## src/rtl/icache_fetcher_pkg.sv

```systemverilog
// rtl/icache_fetcher_pkg.sv - shared widths, cache geometry and fetch state encoding
package icache_fetcher_pkg;
    localparam int          ADDR_W           = 32;
    localparam int          INST_W           = 32;
    localparam logic [31:0] RESET_PC_DEF     = 32'h0;
    localparam int          ICACHE_LINES_DEF = 64;
    localparam int          INDEX_W_DEF      = 6;

    typedef enum logic {
        LOOKUP = 1'b0,
        MISS   = 1'b1
    } fetch_state_t;
endpackage

```

## src/rtl/icache_array.sv

```systemverilog
// rtl/icache_array.sv - direct-mapped one-word-per-line valid/tag/data storage
module icache_array
    import icache_fetcher_pkg::*;
#(
    parameter int LINES = ICACHE_LINES_DEF,
    parameter int IDX_W = INDEX_W_DEF
) (
    input  logic                      clk,
    input  logic                      rst,
    input  logic [IDX_W-1:0]          i_rd_index,
    input  logic [ADDR_W-IDX_W-3:0]   i_rd_tag,
    output logic                      o_hit,
    output logic [INST_W-1:0]         o_data,
    input  logic                      i_fill_en,
    input  logic [IDX_W-1:0]          i_fill_index,
    input  logic [ADDR_W-IDX_W-3:0]   i_fill_tag,
    input  logic [INST_W-1:0]         i_fill_data
);
    localparam int TAG_W = ADDR_W - IDX_W - 2;

    logic [LINES-1:0]  r_valid;
    logic [TAG_W-1:0]  r_tag  [LINES];
    logic [INST_W-1:0] r_data [LINES];

    assign o_hit  = r_valid[i_rd_index] && (r_tag[i_rd_index] == i_rd_tag);
    assign o_data = r_data[i_rd_index];

    always_ff @(posedge clk) begin
        if (rst) begin
            r_valid <= '0;
        end else if (i_fill_en) begin
            r_valid[i_fill_index] <= 1'b1;
        end
    end

    // Tag/data need no reset: a line is only read once its valid bit is set.
    always_ff @(posedge clk) begin
        if (i_fill_en) begin
            r_tag[i_fill_index]  <= i_fill_tag;
            r_data[i_fill_index] <= i_fill_data;
        end
    end
endmodule

```

## src/rtl/icache_fetcher.sv

```systemverilog
// rtl/icache_fetcher.sv - PC, hit streaming and miss refill FSM in front of the memory controller
module icache_fetcher
    import icache_fetcher_pkg::*;
#(
    parameter int          ICACHE_LINES = ICACHE_LINES_DEF,
    parameter int          INDEX_W      = INDEX_W_DEF,
    parameter logic [31:0] RESET_PC     = RESET_PC_DEF
) (
    input  logic              clk,
    input  logic              rst,
    input  logic              rdy,
    output logic              mem_req_o,
    output logic [ADDR_W-1:0] mem_addr_o,
    input  logic              mem_done_i,
    input  logic [INST_W-1:0] mem_data_i,
    input  logic              iq_full_i,
    output logic              inst_valid_o,
    output logic [INST_W-1:0] inst_o,
    output logic [ADDR_W-1:0] inst_pc_o,
    input  logic              redirect_i,
    input  logic [ADDR_W-1:0] redirect_pc_i
);
    fetch_state_t      r_state, w_state_nxt;
    logic [ADDR_W-1:0] r_pc, w_pc_nxt;
    logic              r_mem_req, w_mem_req_nxt;
    logic [ADDR_W-1:0] r_mem_addr, w_mem_addr_nxt;
    logic              r_inst_valid, w_inst_valid_nxt;
    logic [INST_W-1:0] r_inst, w_inst_nxt;
    logic [ADDR_W-1:0] r_inst_pc, w_inst_pc_nxt;
    logic              r_discard, w_discard_nxt;
    logic [ADDR_W-1:0] r_pending_pc, w_pending_pc_nxt;
    logic              w_fill;
    logic              w_hit;
    logic [INST_W-1:0] w_data;
    logic [ADDR_W-1:0] w_redirect_pc;

    assign w_redirect_pc = redirect_pc_i & 32'hFFFF_FFFC;

    icache_array #(.LINES(ICACHE_LINES), .IDX_W(INDEX_W)) u_array (
        .clk          (clk),
        .rst          (rst),
        .i_rd_index   (r_pc[INDEX_W+1:2]),
        .i_rd_tag     (r_pc[ADDR_W-1:INDEX_W+2]),
        .o_hit        (w_hit),
        .o_data       (w_data),
        .i_fill_en    (w_fill && rdy && !rst),
        .i_fill_index (r_mem_addr[INDEX_W+1:2]),
        .i_fill_tag   (r_mem_addr[ADDR_W-1:INDEX_W+2]),
        .i_fill_data  (mem_data_i)
    );

    always_comb begin
        w_state_nxt      = r_state;
        w_pc_nxt         = r_pc;
        w_mem_req_nxt    = r_mem_req;
        w_mem_addr_nxt   = r_mem_addr;
        w_inst_valid_nxt = 1'b0;
        w_inst_nxt       = r_inst;
        w_inst_pc_nxt    = r_inst_pc;
        w_discard_nxt    = r_discard;
        w_pending_pc_nxt = r_pending_pc;
        w_fill           = 1'b0;
        case (r_state)
            LOOKUP: begin
                if (redirect_i) begin
                    w_pc_nxt = w_redirect_pc;
                end else if (w_hit) begin
                    if (!iq_full_i) begin
                        w_inst_valid_nxt = 1'b1;
                        w_inst_nxt       = w_data;
                        w_inst_pc_nxt    = r_pc;
                        w_pc_nxt         = r_pc + 32'd4;
                    end
                end else begin
                    w_mem_req_nxt  = 1'b1;
                    w_mem_addr_nxt = r_pc;
                    w_state_nxt    = MISS;
                end
            end
            MISS: begin
                // The read cannot be cancelled; a redirect is parked until it returns.
                if (redirect_i) begin
                    w_discard_nxt    = 1'b1;
                    w_pending_pc_nxt = w_redirect_pc;
                end
                if (mem_done_i) begin
                    w_mem_req_nxt = 1'b0;
                    w_fill        = 1'b1;
                    w_state_nxt   = LOOKUP;
                    w_discard_nxt = 1'b0;
                    if (redirect_i) begin
                        w_pc_nxt = w_redirect_pc;
                    end else if (r_discard) begin
                        w_pc_nxt = r_pending_pc;
                    end
                end
            end
            default: w_state_nxt = LOOKUP;
        endcase
    end

    always_ff @(posedge clk) begin
        if (rst) begin
            r_state      <= LOOKUP;
            r_pc         <= RESET_PC;
            r_mem_req    <= 1'b0;
            r_mem_addr   <= '0;
            r_inst_valid <= 1'b0;
            r_inst       <= '0;
            r_inst_pc    <= '0;
            r_discard    <= 1'b0;
            r_pending_pc <= '0;
        end else if (rdy) begin
            r_state      <= w_state_nxt;
            r_pc         <= w_pc_nxt;
            r_mem_req    <= w_mem_req_nxt;
            r_mem_addr   <= w_mem_addr_nxt;
            r_inst_valid <= w_inst_valid_nxt;
            r_inst       <= w_inst_nxt;
            r_inst_pc    <= w_inst_pc_nxt;
            r_discard    <= w_discard_nxt;
            r_pending_pc <= w_pending_pc_nxt;
        end
    end

    assign mem_req_o    = r_mem_req;
    assign mem_addr_o   = r_mem_addr;
    assign inst_valid_o = r_inst_valid;
    assign inst_o       = r_inst;
    assign inst_pc_o    = r_inst_pc;
endmodule
```

## config.mk

```make
export PLATFORM = sky130hd
export DESIGN_NAME = icache_fetcher
export DESIGN_NICKNAME = d
export VERILOG_FILES = /design/src/rtl/icache_fetcher_pkg.sv /design/src/rtl/icache_array.sv /design/src/rtl/icache_fetcher.sv
export SDC_FILE = /design/constraint.sdc
export NUM_CORES = 2
export LEC_CHECK = 0
export BUFFER_PORTS_ARGS = -buffer_cell sky130_fd_sc_hd__buf_2
export CAP_MARGIN = 30
export CORE_ASPECT_RATIO = 1.4
export CORE_UTILIZATION = 45
export CTS_CLUSTER_SIZE = 28
export DETAILED_ROUTE_END_ITERATION = 8
export PLACE_DENSITY = 0.67
export SLEW_MARGIN = 20
export SYNTH_ARGS = -nofsm -noshare
export SYNTH_HDL_FRONTEND = slang
export SYNTH_SLANG_ARGS = --single-unit
```

## constraint.sdc

```tcl
create_clock -name clk -period 4.75 [get_ports clk]
set_input_delay 0.95 -clock clk [delete_from_list [all_inputs] [get_ports clk]]
set_output_delay 0.95 -clock clk [all_outputs]
set_load 0.005 [all_outputs]
```

* After elaboration in Yosys (flattened, before gate mapping) *
Memory sizes are Yosys's and may differ from the RTL's. A register that Yosys moved wholly into a read port is not among the register bits.
Index checks and enable logic that the tools add are counted.

word-level totals
  RAM bits = 3584
  memories kept = 2
  flip-flop bits (word level) = 194
  word-level logic and storage cells = 70
  output and inout port bits = 98
  bits of input ports = 70

memories
  memory          words  width  rd ports  clocked after Yosys merged registers in  write ports  RTL line            source
  u_array.r_data  64     32     1         1                                        1            icache_array.sv:23  logic [INST_W-1:0] r_data [LINES];
  u_array.r_tag   64     24     1         1                                        1            icache_array.sv:22  logic [TAG_W-1:0] r_tag [LINES];

cells by class
  order comparisons = 3
  reductions and logical operators = 12
  eq/ne operators = 7
  multiplexer cells = 31
  bitwise gates (word level) = 5
  add/subtract/negate cells = 1

operators with widths
  operator                                                           number
  two-way mux 32 bit                                                 6
  OR 64 bit                                                          1
  case mux 32 bit (2 select lines)                                   1
  adder 32 x 3 -> 32 bit, second input constant                      1
  equality test 24 bit                                               1
  two-way mux 1 bit                                                  18
  less-than comparator 6 x 7 -> 1 bit, second input constant         2
  two-way mux 6 bit                                                  2
  AND reduction 5 bit                                                2
  AND reduction 4 bit                                                2
  binary-select mux 1 bit (select 6 bit)                             1
  demux 1 bit (select 6 bit)                                         1
  greater-or-equal comparator 6 x 1 -> 1 bit, second input constant  1
  inequality test 2 bit, second input constant                       3
  inequality test 3 x 2 -> 1 bit, second input constant              2
  AND reduction 3 bit                                                2
  logical AND 1 bit                                                  4
  NOT 1 bit                                                          4
  case mux 1 bit (2 select lines)                                    2
  inequality test 3 bit, second input constant                       1
  nonzero test 2 bit                                                 1
  logical NOT 1 bit                                                  1

* Depth between registers and ports, before layout *
  word-level depth = 8
  gate-level depth with buffers = 18
  gate-level depth less buffers = 11

* Hierarchy *
A second synthesis with hierarchy kept.

unflattened totals
  cell total of the unflattened synthesis = 6777
  area total of the unflattened synthesis = 145985.0 um^2

modules (own cells, without submodules)
  module          area an instance (um^2)  cells an instance  instances  sequential area each (um^2)
  icache_array    139206.0                 5868               1          108904.4
  icache_fetcher  6779.0                   909                1          3123.0

* Worst setup path after synthesis *
Ideal clock, no wire load.

  path type = input port to flip-flop
  start = input mem_done_i
  end = memory u_array.r_data[0][0], enable pin
  data required time = 4.279 ns
  cell stages on the path = 5
  path slack = 0.204 ns
  library setup time = 0.471 ns
  data arrival time = 4.074 ns
  buffers on the path = 2
  cells stage by stage = nand3_1 clkbuf_1 or3_1 clkbuf_1 nor2_1

on the way
  longest elaborated chain between the ends = 6

ends and longest elaborated chain
  what                                     RTL line              source
  start: declaration                       icache_fetcher.sv:14  input logic mem_done_i,
  two-way mux 1 bit                        icache_fetcher.sv:86  if (mem_done_i) begin
  two-way mux 1 bit                        icache_fetcher.sv:63  case (r_state)
  logical AND 1 bit (2 in series)          icache_fetcher.sv:46  .i_fill_en (w_fill && rdy && !rst),
  two-way mux 1 bit                        icache_array.sv:38    if (i_fill_en) begin
  two-way mux 1 bit (implied by the code)  icache_array.sv:40    r_data[i_fill_index] <= i_fill_data;
  end: declaration                         icache_array.sv:23

No other way between the ends.

==> impl_metrics.env <==
export IMPL_netlist_area_leader_share_pct=73.6
export IMPL_cellInternalPower_mw=53.8
export IMPL_portBuffers=161
export IMPL_cts_num_sinks=3810
export IMPL_grt_pass1_vias=74600
export IMPL_worstSetupPathType="reg -> reg"
export IMPL_clk_pin_slew_worst_paths_ps=70
export IMPL_clockBufferDepth=4
export IMPL_num_rows=247
export IMPL_netlist_instances=6676
export IMPL_fp_dieArea_sq_mm=0.327
export IMPL_worst_hold_path_type="in -> reg"
export IMPL_ys_seq_area_share_pct=76.7
export IMPL_gp_congestion=0.846
export IMPL_maxCapViolCount=0
export IMPL_wl_per_cell_um=35.4
export IMPL_p_clk_share_pct=41.7
export IMPL_routed_via_density=6.36
export IMPL_synthArstFlopShare_pct=0
export IMPL_ant_nets=0
export IMPL_htreeDepth=5
export IMPL_post_cts_buffers=0
export IMPL_fin_ws_ps=77.7
export IMPL_p_per_area_mw_per_mm2=405
export IMPL_syn_area_sq_mm=0.146
export IMPL_worst_setup_path_start_kind="register"
export IMPL_grt_use_total_pct=25.1
export IMPL_crit_required_ps=5490
export IMPL_swShare_pct=21.0
export IMPL_skew_ps=88.1
export IMPL_fin_crit_ps=4670
export IMPL_drt_iter0_markers=10100
export IMPL_critPathMaxFanout=36
export IMPL_yosys_top_cells_area="edfxtp_1 (74%), mux4_2 (16%), dfxtp_1 (3.1%)"
export IMPL_yosysWarnings=0
export IMPL_area_growth_pct=14.9
export IMPL_ys_types=80
export IMPL_regToRegSetupSlack_ps=80
export IMPL_fin_nets=7268
export IMPL_finalCritPeriodShare_pct=98.4
export IMPL_route_detailed_drc=0
export IMPL_tightest_slew_ps=1040
export IMPL_synthFlopType="edfxtp_1"
export IMPL_switching_power_mw=14.3
export IMPL_grt_max_degree=108
export IMPL_grt_ovfl_total=0
export IMPL_die_x_um=484
export IMPL_seqPwrFrac_pct=53.8
export IMPL_yosys_register_bits=3810
export IMPL_antenna_found_initial=18
export IMPL_combPwrFrac_pct=4.5
export IMPL_insertion_delay_ps=940
export IMPL_place_ws_ps=130
export IMPL_io_pin_count=168
export IMPL_hpwl_mm=232
export IMPL_rsz0062_at_grt="false"
export IMPL_finalHoldViolCount=0
export IMPL_fmax_mhz=214
export IMPL_drt_wl_total_mm=416
export IMPL_cts_root_buffer="clkbuf_16"
export IMPL_ir_worst_vdd_mv=0.280
export IMPL_synth_edf_count=3584
export IMPL_finalSetupViolations=0
export IMPL_initial_core_util_pct=45.3
export IMPL_setup_tns_ps=0
export IMPL_slew_headroom_pct=30.1
export IMPL_endpoint_kind="register"
export IMPL_outcome="finished clean"
export IMPL_coreArea_sq_mm=0.323
export IMPL_cts_buffers=358
export IMPL_dr_pass1_iters=6
export IMPL_n_fill_cell=24600
export IMPL_drv_slew=0
export IMPL_grt_pass1_wl_mm=575
export IMPL_final_layout_size_suffix_gt1_share_pct=30.1
export IMPL_p_leak_nw=48.8
export IMPL_fp_dieH_um=677
export IMPL_cts_tree="done"
export IMPL_synth_top_area_cell="edfxtp_1"
export IMPL_num_vias=74700
export IMPL_syn_area_per_cell_sq_um=21.9
export IMPL_cp_arrival_ps=5410
[cell type report]
type	count	area [sq um]	share of cell area (%)
clock buffer	448	9670	5.75
timing repair buffer	557	6270	3.73
inverter	15	66.3	0.0394
tap	4233	5300	3.15
clock inverter	203	1870	1.11
sequential	3810	112000	66.7
antenna	18	45.0	0.0268
multi-input combinational	2455	32700	19.4
[cells in the mapped netlist (7+ instances only)]
master	instances
edfxtp_1	3584
mux4_2	1040
nand2_1	354
dfxtp_1	226
mux2i_1	221
clkbuf_1	208
nor2_1	158
a21oi_1	87
buf_1	68
o21ai_0	63
buf_2	59
o21a_1	55
a22oi_1	54
nand3_1	47
buf_4	39
nor3_1	33
o22ai_1	33
buf_6	25
a31oi_1	24
a221oi_1	22
nand4_1	21
xnor2_1	20
a211oi_1	19
nor2b_1	17
or3_1	15
mux2_2	11
nand2b_1	10
nand3b_1	9
and3_1	8
inv_1	8
o221a_1	8
a32oi_1	7
o211ai_1	7
[sequential cells by signal, indices dropped and copies added (netlist names), named ones only]
signal / cells
u_array.r_tag: 1536
inst_pc_o: 30
u_array.r_data: 2048
mem_req_o: 1
r_state: 1
r_discard: 1
inst_valid_o: 1
r_pc: 30
r_pending_pc: 30
u_array.r_valid: 64
inst_o: 32
mem_addr_o: 30
[repair_timing]
item / 4_1_cts / 5_1_grt
gates resized for setup: 0 / 2
hold buffers: 0 / 0
endpoints found under the setup margin: 0 / 37
endpoints found under the hold margin: 0 / 0
[power groups by stage]
stage	clock [mW]	combinational, mW	sequential (mW)
after detailed placement	0	3.03	37.4
after global routing	30.0	3.24	36.6
after CTS	28.8	3.04	36.6
after floorplan	0	1.84	37.3
after global placement	0	2.98	37.4
final	28.4	3.08	36.6
[per-stage QoR]
step / instances / util (%) / power, mW / hold WS (ps) / area, sq um
after floorplan: 6679 / - / 39.1 / 432 / 146000
after global placement: 11000 / 48.2 / 40.3 / 441 / 156000
after detailed placement: 11000 / 48.2 / 40.4 / 448 / 156000
after CTS: 11700 / 51.8 / 68.5 / 210 / 167000
after global routing: 11700 / 52.0 / 69.8 / 264 / 168000
final: 11700 / 52.0 / 68.2 / 270 / 168000
[worst max-delay path: stages, from the launching register on]
cell	delay, ps
dfxtp_4	860
mux4_2	590
mux2i_1	350
mux2_2	320
o21ai_1	120
or3_1	370
a211o_1	460
nor4_4	390
and2_4	220
nand3_4	170
buf_12	270
mux2i_1	180
[cells by family after synthesis]
kind of cell	count (synthesis)	synth area share, %
AND/OR/NAND/NOR	712	2.16
other	1	0.00256
flip-flops	3810	76.7
AO/OA/AOI/OAI	440	2.06
multiplexers	1272	17.6
buffers and inverters	414	1.34
adder cells (fa/ha/maj)	1	0.00855
XOR/XNOR	26	0.156
[cells in the final DEF, fill, tap and decap left out, types with 56 or more instances in the layout]
| cell type | synthesis | layout |
|---|---|---|
| a21oi_1 | 87 | 87 |
| buf_12 | 0 | 188 |
| buf_2 | 59 | 156 |
| buf_4 | 39 | 205 |
| clkbuf_1 | 208 | 63 |
| clkbuf_16 | 0 | 368 |
| clkinv_1 | 3 | 82 |
| clkinv_2 | 0 | 56 |
| dfxtp_1 | 226 | 190 |
| edfxtp_1 | 3584 | 3584 |
| mux2i_1 | 221 | 221 |
| mux4_2 | 1040 | 1040 |
| nand2_1 | 354 | 354 |
| nor2_1 | 158 | 93 |
| nor2_4 | 0 | 64 |
| o21ai_0 | 63 | 62 |
[final timing paths]
kind | cells after the start | from | end
setup / recovery | 11 | register | inst_o[0]
hold / removal | 3 | redirect_pc_i[16] | r_pending_pc[16]
setup reg to reg | 11 | register | inst_o[0]
hold reg to reg | 2 | inst_pc_o[25] | inst_pc_o[25]
[per-layer routing]
metal / track usage [%] / vias to the layer above / routed length (um)
li1: - / 29100 / -
met3: 4.85 / 871 / 42200
met4: 10.2 / 8 / 18900
met2: 41.7 / 4634 / 205000
met5: 0 / - / 63
met1: 32.6 / 40100 / 150000
No activity file was read; power rests on OpenSTA's default activity.
